## src/rtl/exec_pkg.sv

```systemverilog
// Shared types for the execute stage: ALU operation codes and FSM states.
package exec_pkg;

    typedef enum logic [2:0] {
        OP_ADD = 3'd0,
        OP_SUB = 3'd1,
        OP_AND = 3'd2,
        OP_OR  = 3'd3,
        OP_XOR = 3'd4,
        OP_SHL = 3'd5,
        OP_SHR = 3'd6,
        OP_MUL = 3'd7
    } op_t;

    typedef enum logic {
        IDLE    = 1'b0,
        MUL_RUN = 1'b1
    } state_t;

endpackage

```

## src/rtl/mul_iter.sv

```systemverilog
// Iterative shift-add multiplier: one partial product per step, W steps total.
// product is the accumulator value after the current step (valid with last).
module mul_iter
    import exec_pkg::*;
#(
    parameter int W = 8
) (
    input  logic           clk,
    input  logic           rst,
    input  logic           load,
    input  logic           step,
    input  logic [W-1:0]   a,
    input  logic [W-1:0]   b,
    output logic [2*W-1:0] product,
    output logic           last
);
    localparam int CW = $clog2(W);

    logic [2*W-1:0] acc;
    logic [2*W-1:0] mcand;
    logic [W-1:0]   mplier;
    logic [CW-1:0]  count;

    // Multiplicand walks left while the multiplier walks right, so bit 0
    // of the multiplier always selects the current partial product.
    assign product = acc + (mplier[0] ? mcand : '0);
    assign last    = (count == CW'(W - 1));

    always_ff @(posedge clk or posedge rst) begin
        if (rst) begin
            acc    <= '0;
            mcand  <= '0;
            mplier <= '0;
            count  <= '0;
        end else if (load) begin
            acc    <= '0;
            mcand  <= {{W{1'b0}}, a};
            mplier <= b;
            count  <= '0;
        end else if (step) begin
            acc    <= product;
            mcand  <= mcand << 1;
            mplier <= mplier >> 1;
            count  <= count + 1'b1;
        end
    end

endmodule

```

## src/rtl/exec_stage.sv

```systemverilog
// Execute stage: single-cycle ALU plus iterative MUL, driving the register
// file write port and the zero/carry flags of the last written result.
module exec_stage
    import exec_pkg::*;
#(
    parameter int W = 8,
    parameter int D = 3
) (
    input  logic         CLK,
    input  logic         Reset,
    input  logic         Start,
    input  op_t          Op,
    input  logic [W-1:0] Src_0_data,
    input  logic [W-1:0] Src_1_data,
    input  logic [D-1:0] Dest_address,
    output logic         Busy,
    output logic         Reg_write_en,
    output logic [D-1:0] Reg_write_address,
    output logic [W-1:0] Reg_write_data,
    output logic         Zero_flag,
    output logic         Carry_flag,
    output state_t       fsm_state
);
    localparam int SW = $clog2(W);

    // Handshake: Start is a valid; Busy is an inverted ready. A request is
    // taken on the rising edge where Start=1 and Busy=0; otherwise dropped.

    state_t         state, next_state;
    logic           mul_load, mul_step, wb_alu, wb_mul, mul_last;
    logic [2*W-1:0] mul_product;
    logic [D-1:0]   mul_dest;
    logic [W:0]     alu_wide;
    logic [W-1:0]   alu_res, wb_data;
    logic           alu_carry, wb_carry;
    logic [SW-1:0]  shamt;

    assign shamt     = Src_1_data[SW-1:0];
    assign Busy      = (state == MUL_RUN);
    assign fsm_state = state;

    // Wide intermediate carries the bit shifted or carried out of the word.
    always_comb begin
        alu_wide  = '0;
        alu_res   = '0;
        alu_carry = 1'b0;
        case (Op)
            OP_ADD: begin
                alu_wide  = {1'b0, Src_0_data} + {1'b0, Src_1_data};
                alu_res   = alu_wide[W-1:0];
                alu_carry = alu_wide[W];
            end
            OP_SUB: begin
                alu_wide  = {1'b0, Src_0_data} - {1'b0, Src_1_data};
                alu_res   = alu_wide[W-1:0];
                alu_carry = alu_wide[W];
            end
            OP_AND: alu_res = Src_0_data & Src_1_data;
            OP_OR:  alu_res = Src_0_data | Src_1_data;
            OP_XOR: alu_res = Src_0_data ^ Src_1_data;
            OP_SHL: begin
                alu_wide  = {1'b0, Src_0_data} << shamt;
                alu_res   = alu_wide[W-1:0];
                alu_carry = alu_wide[W];
            end
            OP_SHR: begin
                alu_wide  = {Src_0_data, 1'b0} >> shamt;
                alu_res   = alu_wide[W:1];
                alu_carry = alu_wide[0];
            end
            default: ;
        endcase
    end

    always_comb begin
        next_state = state;
        mul_load   = 1'b0;
        mul_step   = 1'b0;
        wb_alu     = 1'b0;
        wb_mul     = 1'b0;
        case (state)
            IDLE: begin
                if (Start) begin
                    if (Op == OP_MUL) begin
                        mul_load   = 1'b1;
                        next_state = MUL_RUN;
                    end else begin
                        wb_alu = 1'b1;
                    end
                end
            end
            MUL_RUN: begin
                mul_step = 1'b1;
                if (mul_last) begin
                    wb_mul     = 1'b1;
                    next_state = IDLE;
                end
            end
            default: next_state = IDLE;
        endcase
    end

    always_ff @(posedge CLK or posedge Reset) begin
        if (Reset) state <= IDLE;
        else       state <= next_state;
    end

    mul_iter #(.W(W)) u_mul (
        .clk     (CLK),
        .rst     (Reset),
        .load    (mul_load),
        .step    (mul_step),
        .a       (Src_0_data),
        .b       (Src_1_data),
        .product (mul_product),
        .last    (mul_last)
    );

    assign wb_data  = wb_mul ? mul_product[W-1:0] : alu_res;
    assign wb_carry = wb_mul ? (|mul_product[2*W-1:W]) : alu_carry;

    always_ff @(posedge CLK or posedge Reset) begin
        if (Reset) begin
            mul_dest          <= '0;
            Reg_write_en      <= 1'b0;
            Reg_write_address <= '0;
            Reg_write_data    <= '0;
            Zero_flag         <= 1'b0;
            Carry_flag        <= 1'b0;
        end else begin
            Reg_write_en <= wb_alu | wb_mul;
            if (mul_load) mul_dest <= Dest_address;
            if (wb_alu | wb_mul) begin
                Reg_write_address <= wb_mul ? mul_dest : Dest_address;
                Reg_write_data    <= wb_data;
                Zero_flag         <= (wb_data == '0);
                Carry_flag        <= wb_carry;
            end
        end
    end

endmodule

```

## config.mk

```make
export PLATFORM = sky130hd
export DESIGN_NAME = exec_stage
export DESIGN_NICKNAME = d
export VERILOG_FILES = /design/src/rtl/exec_pkg.sv /design/src/rtl/mul_iter.sv /design/src/rtl/exec_stage.sv
export SDC_FILE = /design/constraint.sdc
export NUM_CORES = 1
export LEC_CHECK = 0
export CORE_MARGIN = 2
export CORE_UTILIZATION = 53
export DETAILED_ROUTE_END_ITERATION = 8
export GPL_TIMING_DRIVEN = 1
export HOLD_SLACK_MARGIN = 0.15
export PLACE_DENSITY = 0.74
export SLEW_MARGIN = 20
export SYNTH_ARGS = -nofsm -noshare
export SYNTH_HDL_FRONTEND = slang
export SYNTH_SLANG_ARGS = --single-unit
```

## constraint.sdc

```tcl
create_clock -name CLK -period 3.7 [get_ports CLK]
set_input_delay 0.74 -clock CLK [delete_from_list [all_inputs] [get_ports CLK]]
set_output_delay 0.74 -clock CLK [all_outputs]
set_load 0.1 [all_outputs]
```

==> results of run 1 <==
## final timing paths
kind	start	end	slack [ns]	cells past startpoint
max	Src_0_data[0]	Zero_flag	0.47	11
min	u_mul.mplier[6]	u_mul.mplier[5]	0.49	2
max reg2reg	u_mul.mplier[0]	Carry_flag	0.49	10
min reg2reg	u_mul.mplier[6]	u_mul.mplier[5]	0.49	2
max in group asynchronous	Reset	Reg_write_data[7]	2.07	3
min in group asynchronous	Reset	u_mul.mcand[12]	0.74	2
## worst reg2reg max path, cell delays in order, from the launching register on
cell	delay, ns
dfrtp_1	0.46
and2_1	0.19
ha_1	0.23
fa_1	0.46
a211oi_2	0.29
o21ai_1	0.13
a221oi_2	0.32
xnor2_1	0.17
nor4_2	0.29
nand4_1	0.21
a221o_1	0.34
## flip-flops by register name, summed over array words and instances (netlist names)
| signal | flops |
|---|---|
| Carry_flag | 1 |
| u_mul.acc | 16 |
| Reg_write_en | 1 |
| mul_dest | 3 |
| Busy | 1 |
| u_mul.count | 3 |
| Zero_flag | 1 |
| Reg_write_address | 3 |
| Reg_write_data | 8 |
| u_mul.mcand | 16 |
| u_mul.mplier | 8 |
## power groups by stage
stage               sequential (mW)  clock [mW]  combinational (mW)
floorplan                      1.58           0               0.951
global placement               1.09           0                1.91
detailed placement             1.11           0                1.94
CTS                            1.09       0.625                1.94
global route                   1.13       0.660                2.10
finish                         1.10       0.613                1.95
## layout by cell type (no fill, tap or decap), types with 20 or more instances in the layout
cell and instances:
a21oi_1 43, buf_4 34, inv_1 25, mux2i_1 21, ha_1 42, and2_1 20
nor2_1 44, o21ai_0 52, clkdlybuf4s50_1 38, dfrtp_1 60, nand2_1 78
## metal layers
| layer | vias to the layer above | wire length (um) | track usage |
|---|---|---|---|
| li1 | 2347 | - | - |
| met1 | 2358 | 7180 | 0.453 |
| met2 | 245 | 6610 | 0.436 |
| met3 | 28 | 1230 | 0.0590 |
| met4 | 0 | 385 | 0.0840 |
| met5 | - | 0 | 0 |
## layout make-up
class | count | area [um^2] | share of cell area
inverters | 30 | 113 | 0.0187
multi-input cells | 493 | 3390 | 0.562
clock buffers | 9 | 124 | 0.0205
clock inverters | 7 | 73.8 | 0.0122
flip-flops and latches | 61 | 1530 | 0.253
well taps | 133 | 166 | 0.0276
repair buffers | 72 | 636 | 0.105
## cell families (layout without fill, tap and decap cells)
family | after synthesis | count (layout)
adders and majority gates | 45 | 45
and+or+nand+nor | 208 | 208
AOI/OAI and AO/OA | 195 | 195
xor gates and xnor gates | 13 | 13
muxes | 32 | 32
buffers and inverters | 64 | 118
DFF | 61 | 61
==> results.sh, run 1 <==
export IMPL_grt_pass1_vias=4574
export IMPL_setup_tns_ns=0
export IMPL_synth_ff_type="dfrtp_1"
export IMPL_finalSetupViolCount=0
export IMPL_place_inst=789
export IMPL_synth_xor_area_frac=0.0219
export IMPL_wl_um=15400
export IMPL_yosysUniqueCellTypes=75
export IMPL_outcome="completed"
export IMPL_cts_max_level=3
export IMPL_avgViaCountPerCell=6.18
export IMPL_core_um2=9640
export IMPL_power_frac_seq=0.300
export IMPL_fp_row_count=36
export IMPL_clkSinkCount=61
export IMPL_holdWs_ns=0.485
export IMPL_pwr_share_comb=0.533
export IMPL_synthArstFlopShare=1.00
export IMPL_period_share=0.874
export IMPL_tightest_slew_ns=0.983
export IMPL_vias=4978
export IMPL_place_congestion=1.00
export IMPL_area_growth_syn_to_layout_pct=16.2
export IMPL_rsz0062_at_grt="no"
export IMPL_crit_buf_inv=2
export IMPL_nets=737
export IMPL_critPathLaunchType="primary input"
export IMPL_tritoncts="yes"
export IMPL_cts_buffers=9
export IMPL_min_period_ns=3.23
export IMPL_drv_slew=0
export IMPL_cp_slowest_stage_delay_ns=0.51
export IMPL_cap_viol_max_count=0
export IMPL_dpl_cell_area_um2=5840
export IMPL_maxClockFrequency_ghz=0.309
export IMPL_final_area_um2=6030
export IMPL_synth_area_per_cell_um2=8.40
export IMPL_place_ws_ns=0.147
export IMPL_port_buffers=40
export IMPL_power_leakage_nw=2.67
export IMPL_grt_pass1_wl_um=24200
export IMPL_final_instance_count_excl_fill=805
export IMPL_synth_top_cells_by_area="dfrtp_1 29%, ha_1 10%, nand2_1 5.6%"
export IMPL_overflow=0
export IMPL_seq_area_frac_synth=0.294
export IMPL_clkTransAtPathRegs_ns=0.08
export IMPL_p_sw_mw=1.81
export IMPL_internal_power_mw=1.84
export IMPL_layout_drive_gt1_share=0.128
export IMPL_synth_most_common_cell="nand2_1"
export IMPL_track_usage=0.300
export IMPL_clk_latency_ns=0.35
export IMPL_ys_warn_count=0
export IMPL_crit_family="compound AO/OA/AOI/OAI gates"
export IMPL_grt_max_degree=52
export IMPL_synthSimpleGateAreaFrac=0.194
export IMPL_worstHoldPathType="flop to flop"
export IMPL_power_density_nw_per_um2=606
export IMPL_synth_edf_count=0
export IMPL_worst_ep_required_time_ns=3.93
export IMPL_hold_viol=0
export IMPL_ctsLongestPathBuffers=2
export IMPL_drc=0
export IMPL_synth_compound_area_frac=0.254
export IMPL_swShare=0.496
export IMPL_synth_top_area_frac=0.294
export IMPL_synth_top_family_by_area="compound AO/OA/AOI/OAI gates"
export IMPL_yosysTopAreaCell="dfrtp_1"
export IMPL_antenna_cells=0
export IMPL_fin_ws_ns=0.466
export IMPL_ys_ff_latch=61
export IMPL_finClkSkew_ns=0.00927
export IMPL_yosys_top_cells_count="78 x nand2_1, 61 x dfrtp_1, 52 x o21ai_0"
export IMPL_worstSetupPathType="primary input to flop"
export IMPL_pwr_share_clk=0.168
export IMPL_fill_cells=890
export IMPL_synth_area_um2=5190
export IMPL_cp_end_kind="flop"
export IMPL_dr_pass1_iters=5
export IMPL_maxSlewHeadroom=0.343
export IMPL_ant_nets=0
export IMPL_peakVddDrop_v=0.000459
export IMPL_die_area_um2=10600
export IMPL_worstPathCellList="clkdlybuf4s50_1 > inv_1 > ha_1 > fa_1 > or3b_1 > a21oi_1 > a221oi_1 > a31oi_1 > nor4_1 > and3_1 > a32o_1"
export IMPL_place_detailed_hpwl_um=12000
export IMPL_critPathArrivalTime_ns=3.47
export IMPL_start_util=0.539
export IMPL_ios=41
export IMPL_synth_cells=618
export IMPL_synth_fp_nets=688
export IMPL_final_util=0.626
export IMPL_finalPower_mw=3.66
export IMPL_muxShareOfSynthArea=0.0709
export IMPL_die_h_um=103
export IMPL_cts_setup_buffers=0
export IMPL_wl_per_cell_um=19.1
export IMPL_cts_resized=0
export IMPL_die_x_um=103
export IMPL_clock_tree_root_cell="clkbuf_8"
export IMPL_drt_iter0_drc=365
export IMPL_antenna_found_initial=0
export IMPL_path_max_fanout=3
export IMPL_synthAdderAreaFrac=0.113
export IMPL_cp_slowest_cell="clkdlybuf4s50_1"
export IMPL_holdBufCountCts=0
Note: power is estimated with default switching activity, not from simulation.
==> run 2, diff against run 1 <==
--- a/config.mk
+++ b/config.mk
@@ -5,12 +5,13 @@
 export SDC_FILE = /design/constraint.sdc
 export NUM_CORES = 1
 export LEC_CHECK = 0
+export ABC_AREA = 1
 export CORE_MARGIN = 2
-export CORE_UTILIZATION = 53
+export CORE_UTILIZATION = 50
 export DETAILED_ROUTE_END_ITERATION = 8
 export GPL_TIMING_DRIVEN = 1
-export HOLD_SLACK_MARGIN = 0.15
-export PLACE_DENSITY = 0.74
+export HOLD_SLACK_MARGIN = 0.08
+export PLACE_DENSITY = 0.7
 export SLEW_MARGIN = 20
 export SYNTH_ARGS = -nofsm -noshare
 export SYNTH_HDL_FRONTEND = slang
==> results.sh, run 2 <==
export IMPL_path_max_fanout=4
export IMPL_seq_area_frac_synth=0.293
export IMPL_vias=5245
export IMPL_finClkSkew_ns=0.0110
export IMPL_outcome="completed"
export IMPL_area_growth_syn_to_layout_pct=14.1
export IMPL_start_util=0.510
export IMPL_cts_buffers=9
export IMPL_wl_um=15100
export IMPL_holdBufCountCts=0
export IMPL_final_instance_count_excl_fill=960
export IMPL_nets=889
export IMPL_layout_drive_gt1_share=0.0716
export IMPL_cts_setup_buffers=0
export IMPL_dpl_cell_area_um2=5790
export IMPL_synth_area_um2=5220
export IMPL_cts_max_level=3
export IMPL_grt_pass1_wl_um=25100
export IMPL_yosysUniqueCellTypes=39
export IMPL_avgViaCountPerCell=5.46
export IMPL_period_share=0.810
export IMPL_synth_top_area_frac=0.293
export IMPL_worst_ep_required_time_ns=3.99
export IMPL_ys_ff_latch=61
export IMPL_track_usage=0.282
export IMPL_cap_viol_max_count=0
export IMPL_tritoncts="yes"
export IMPL_yosysTopAreaCell="dfrtp_1"
export IMPL_synth_area_per_cell_um2=6.71
export IMPL_synth_most_common_cell="nand2_1"
export IMPL_internal_power_mw=1.74
export IMPL_final_area_um2=5960
export IMPL_die_area_um2=11300
export IMPL_critPathArrivalTime_ns=3.28
export IMPL_rsz0062_at_grt="no"
export IMPL_grt_pass1_vias=5179
export IMPL_ctsLongestPathBuffers=2
export IMPL_synth_fp_nets=847
export IMPL_final_common_cell="nand2_1"
export IMPL_tightest_slew_ns=1.00
export IMPL_finalSetupViolCount=0
export IMPL_pwr_share_clk=0.147
export IMPL_fp_row_count=37
export IMPL_top_regs="u_mul.acc: 16 flops, u_mul.mcand: 16 flops"
export IMPL_place_ws_ns=0.408
export IMPL_worstSetupPathType="primary input to flop"
export IMPL_antenna_cells=0
export IMPL_pwr_share_comb=0.544
export IMPL_drv_slew=0
export IMPL_swShare=0.510
export IMPL_fin_ws_ns=0.702
export IMPL_clk_latency_ns=0.35
export IMPL_fill_cells=1006
export IMPL_die_x_um=106
export IMPL_core_um2=10200
export IMPL_clkTransAtPathRegs_ns=0.06
export IMPL_drt_iter0_drc=350
export IMPL_port_buffers=40
export IMPL_place_congestion=1.05
export IMPL_cp_end_kind="flop"
export IMPL_power_leakage_nw=3.14
export IMPL_wl_per_cell_um=15.8
export IMPL_critPathLaunchType="primary input"
export IMPL_synth_ff_type="dfrtp_1"
export IMPL_min_period_ns=3.00
export IMPL_mostFrequentLayoutCells="226 x nand2_1, 105 x inv_1, 83 x nand3_1"
export IMPL_final_util=0.582
export IMPL_power_frac_seq=0.309
export IMPL_antenna_found_initial=0
export IMPL_ys_warn_count=0
export IMPL_clock_tree_root_cell="clkbuf_8"
export IMPL_synth_cells=777
export IMPL_p_sw_mw=1.81
export IMPL_synth_top_cells_by_area="dfrtp_1 29%, nand2_1 16%, ha_1 10%"
export IMPL_peakVddDrop_v=0.000497
export IMPL_die_h_um=106
export IMPL_holdWs_ns=0.480
export IMPL_synthArstFlopShare=1.00
export IMPL_power_density_nw_per_um2=597
export IMPL_yosys_top_cells_count="226 x nand2_1, 106 x inv_1, 83 x nand3_1"
export IMPL_maxClockFrequency_ghz=0.334
export IMPL_dr_pass1_iters=5
export IMPL_maxSlewHeadroom=0.330
export IMPL_ant_nets=0
export IMPL_hold_viol=0
export IMPL_ios=41
export IMPL_place_inst=944
export IMPL_cts_resized=0
export IMPL_setup_tns_ns=0
export IMPL_clkSinkCount=61
export IMPL_drc=0
export IMPL_finalPower_mw=3.56
export IMPL_grt_max_degree=36
export IMPL_place_detailed_hpwl_um=12000
export IMPL_overflow=0
export IMPL_synth_edf_count=0
export IMPL_worstHoldPathType="flop to flop"
==> run 2: kinds of logic after synthesis <==
family	count (synthesis)	share of synthesized area
flip-flops	61	0.293
buffers and inverters	142	0.109
AO/OA/AOI/OAI	111	0.129
AND/OR/NAND/NOR	411	0.346
XOR/XNOR	7	0.0118
adder cells (fa/ha/maj)	45	0.112
==> run 2: worst paths after layout <==
kind / depth (start not counted) / start / to / slack [ns]
hold reg to reg: 2 / Reg_write_data[0] / Reg_write_data[0] / 0.48
hold / removal: 2 / Reg_write_data[0] / Reg_write_data[0] / 0.48
setup reg to reg: 17 / u_mul.mplier[0] / Carry_flag / 1.05
setup / recovery: 15 / Src_0_data[0] / Zero_flag / 0.70
min in group asynchronous: 2 / Reset / Reg_write_data[2] / 0.85
max in group asynchronous: 3 / Reset / u_mul.mcand[13] / 2.15
==> run 2: layout make-up <==
| class | count | area [um^2] | share of cell area |
|---|---|---|---|
| clock buffers | 12 | 145 | 0.0244 |
| clock inverters | 4 | 23.8 | 0.00399 |
| inverters | 114 | 428 | 0.0718 |
| multi-input cells | 574 | 3120 | 0.525 |
| flip-flops and latches | 61 | 1530 | 0.256 |
| well taps | 136 | 170 | 0.0286 |
| repair buffers | 59 | 538 | 0.0903 |
==> run 2: per-layer routing <==
layer  vias up  GRT usage  wire length, um
li1       2641          -                -
met1      2410      0.367             6480
met2       160      0.473             7260
met3        34     0.0325              856
met4         0      0.126              537
met5         -          0                0
==> run 2: power groups by stage <==
stage | combinational [mW] | sequential [mW] | clock, mW
after floorplan | 0.968 | 1.58 | 0
after global placement | 1.91 | 1.10 | 0
after detailed placement | 1.93 | 1.11 | 0
after CTS | 1.93 | 1.10 | 0.525
after global routing | 2.11 | 1.13 | 0.560
final | 1.93 | 1.10 | 0.522
==> run 2: critical path, stage by stage <==
cell,delay (ns)
clkdlybuf4s50_1,0.53
inv_1,0.13
ha_1,0.25
fa_1,0.39
inv_1,0.12
nand3_1,0.11
nand2_1,0.12
nand2_1,0.06
nand3_1,0.09
nand4_1,0.18
a21oi_1,0.23
nand2_1,0.07
nor2_1,0.11
nand3_1,0.08
nand2_1,0.06
==> run 3, diff against run 2 <==
==> constraint.sdc (replaced) <==
create_clock -name CLK -period 2.91 [get_ports CLK]
set_input_delay 0.582 -clock CLK [delete_from_list [all_inputs] [get_ports CLK]]
set_output_delay 0.582 -clock CLK [all_outputs]
set_load 0.1 [all_outputs]
==> results.sh, run 3 (synthesized netlist as in run 2, its figures left out) <==
export IMPL_critPathArrivalTime_ns=2.94
export IMPL_die_x_um=106
export IMPL_clkSinkCount=61
export IMPL_final_instance_count_excl_fill=996
export IMPL_crit_end="Zero_flag"
export IMPL_dr_pass1_iters=5
export IMPL_clkTransAtPathRegs_ns=0.07
export IMPL_cts_setup_buffers=0
export IMPL_power_leakage_nw=3.34
export IMPL_overflow=0
export IMPL_antenna_found_initial=0
export IMPL_place_detailed_hpwl_um=12400
export IMPL_top_regs="u_mul.acc: 16 flops, u_mul.mcand: 16 flops"
export IMPL_r2r_start="u_mul.mplier[0]"
export IMPL_maxSlewHeadroom=0.507
export IMPL_start_util=0.510
export IMPL_fill_cells=914
export IMPL_path_max_fanout=4
export IMPL_hold_viol=0
export IMPL_holdBufCountCts=0
export IMPL_place_inst=980
export IMPL_finalPower_mw=4.67
export IMPL_drt_iter0_drc=375
export IMPL_drc=0
export IMPL_clock_tree_root_cell="clkbuf_8"
export IMPL_drv_slew=0
export IMPL_grt_pass1_wl_um=25600
export IMPL_worst_ep_required_time_ns=3.19
export IMPL_outcome="completed"
export IMPL_finalSetupViolCount=0
export IMPL_tightest_slew_ns=0.739
export IMPL_worstHoldPathType="flop to flop"
export IMPL_cts_max_level=3
export IMPL_wl_per_cell_um=15.8
export IMPL_cap_viol_max_count=0
export IMPL_ctsLongestPathBuffers=2
export IMPL_r2r_setup_slack_ns=0.29
export IMPL_antenna_cells=0
export IMPL_vias=5460
export IMPL_ant_nets=0
export IMPL_tritoncts="yes"
export IMPL_peakVddDrop_v=0.000562
export IMPL_avgViaCountPerCell=5.48
export IMPL_port_buffers=40
export IMPL_core_um2=10200
export IMPL_fp_row_count=37
export IMPL_maxClockFrequency_ghz=0.376
export IMPL_period_share=0.914
export IMPL_grt_max_degree=38
export IMPL_reg2reg_depth=17
export IMPL_cp_end_kind="flop"
export IMPL_place_congestion=0.969
export IMPL_finClkSkew_ns=0.0150
export IMPL_die_area_um2=11300
export IMPL_worstSetupPathType="primary input to flop"
export IMPL_critPathLaunchType="primary input"
export IMPL_area_growth_syn_to_layout_pct=19.4
export IMPL_mostFrequentLayoutCells="226 x nand2_1, 105 x inv_1, 83 x nand3_1"
export IMPL_reg2reg_to="Carry_flag"
export IMPL_cts_buffers=9
export IMPL_cp_startpoint="Src_0_data[0]"
export IMPL_die_h_um=106
export IMPL_power_density_nw_per_um2=749
export IMPL_wl_um=15800
export IMPL_clk_latency_ns=0.34
export IMPL_nets=925
export IMPL_final_common_cell="nand2_1"
export IMPL_rsz0062_at_grt="no"
export IMPL_grt_pass1_vias=5172
export IMPL_layout_drive_gt1_share=0.127
export IMPL_min_period_ns=2.66
export IMPL_track_usage=0.290
export IMPL_ios=41
export IMPL_cts_resized=0
[run 3: worst min-delay path by stage]
stage	cells past startpoint	endpoint	from	slack [ns]
CTS	2	mul_dest[1]	mul_dest[1]	0.48
global placement	2	mul_dest[2]	mul_dest[2]	0.46
detailed placement	2	mul_dest[1]	mul_dest[1]	0.46
floorplan	2	mul_dest[0]	mul_dest[0]	0.44
finish	2	mul_dest[1]	mul_dest[1]	0.48
global route	1	u_mul.acc[9]	u_mul.acc[9]	0.51
[run 3: report_power, final]
part | switching [mW] | leakage [nW] | internal (mW)
logic | 1.78 | 2.44 | 0.734
clock network | 0.339 | 0.0964 | 0.417
registers | 0.222 | 0.797 | 1.18
total | 2.34 | 3.34 | 2.33
[run 3: through the flow]
step                setup TNS, ns  utilization  hold slack (ns)  area, um^2  setup slack, ns
floorplan                       0            -            0.442        5220            0.630
global placement         -0.00681        0.590            0.456        6030         -0.00681
detailed placement        -0.0668        0.590            0.463        6030          -0.0530
CTS                             0        0.609            0.478        6230            0.267
global route                    0        0.609            0.507        6230           0.0538
finish                          0        0.609            0.477        6230            0.249
[run 3: critical path, stage by stage]
cell and delay, ns:
clkdlybuf4s50_1 0.53, inv_1 0.08, ha_1 0.23, fa_1 0.41
inv_1 0.11, nand3_1 0.10, nand2_1 0.10, nand2_1 0.05
nand3_1 0.06, nand4_1 0.14, a21oi_1 0.23, nand2_1 0.08
nor2_1 0.09, nand3_1 0.08, nand2_1 0.06
[run 3: per-layer routing]
metal | track usage | part of all wire | wire length [um]
met2 | 0.481 | 0.48 | 7510
met5 | 0 | 0 | 0
met1 | 0.377 | 0.42 | 6660
met3 | 0.0356 | 0.063 | 990
met4 | 0.131 | 0.039 | 620
[run 3: final cells by class]
class	instances	area (um^2)	area share
Tap cell	136	170	0.0273
Inverter	114	428	0.0687
Timing Repair Buffer	95	786	0.126
Sequential cell	61	1530	0.245
Clock inverter	4	47.5	0.00764
Clock buffer	12	145	0.0233
Multi-Input combinational cell	574	3120	0.502
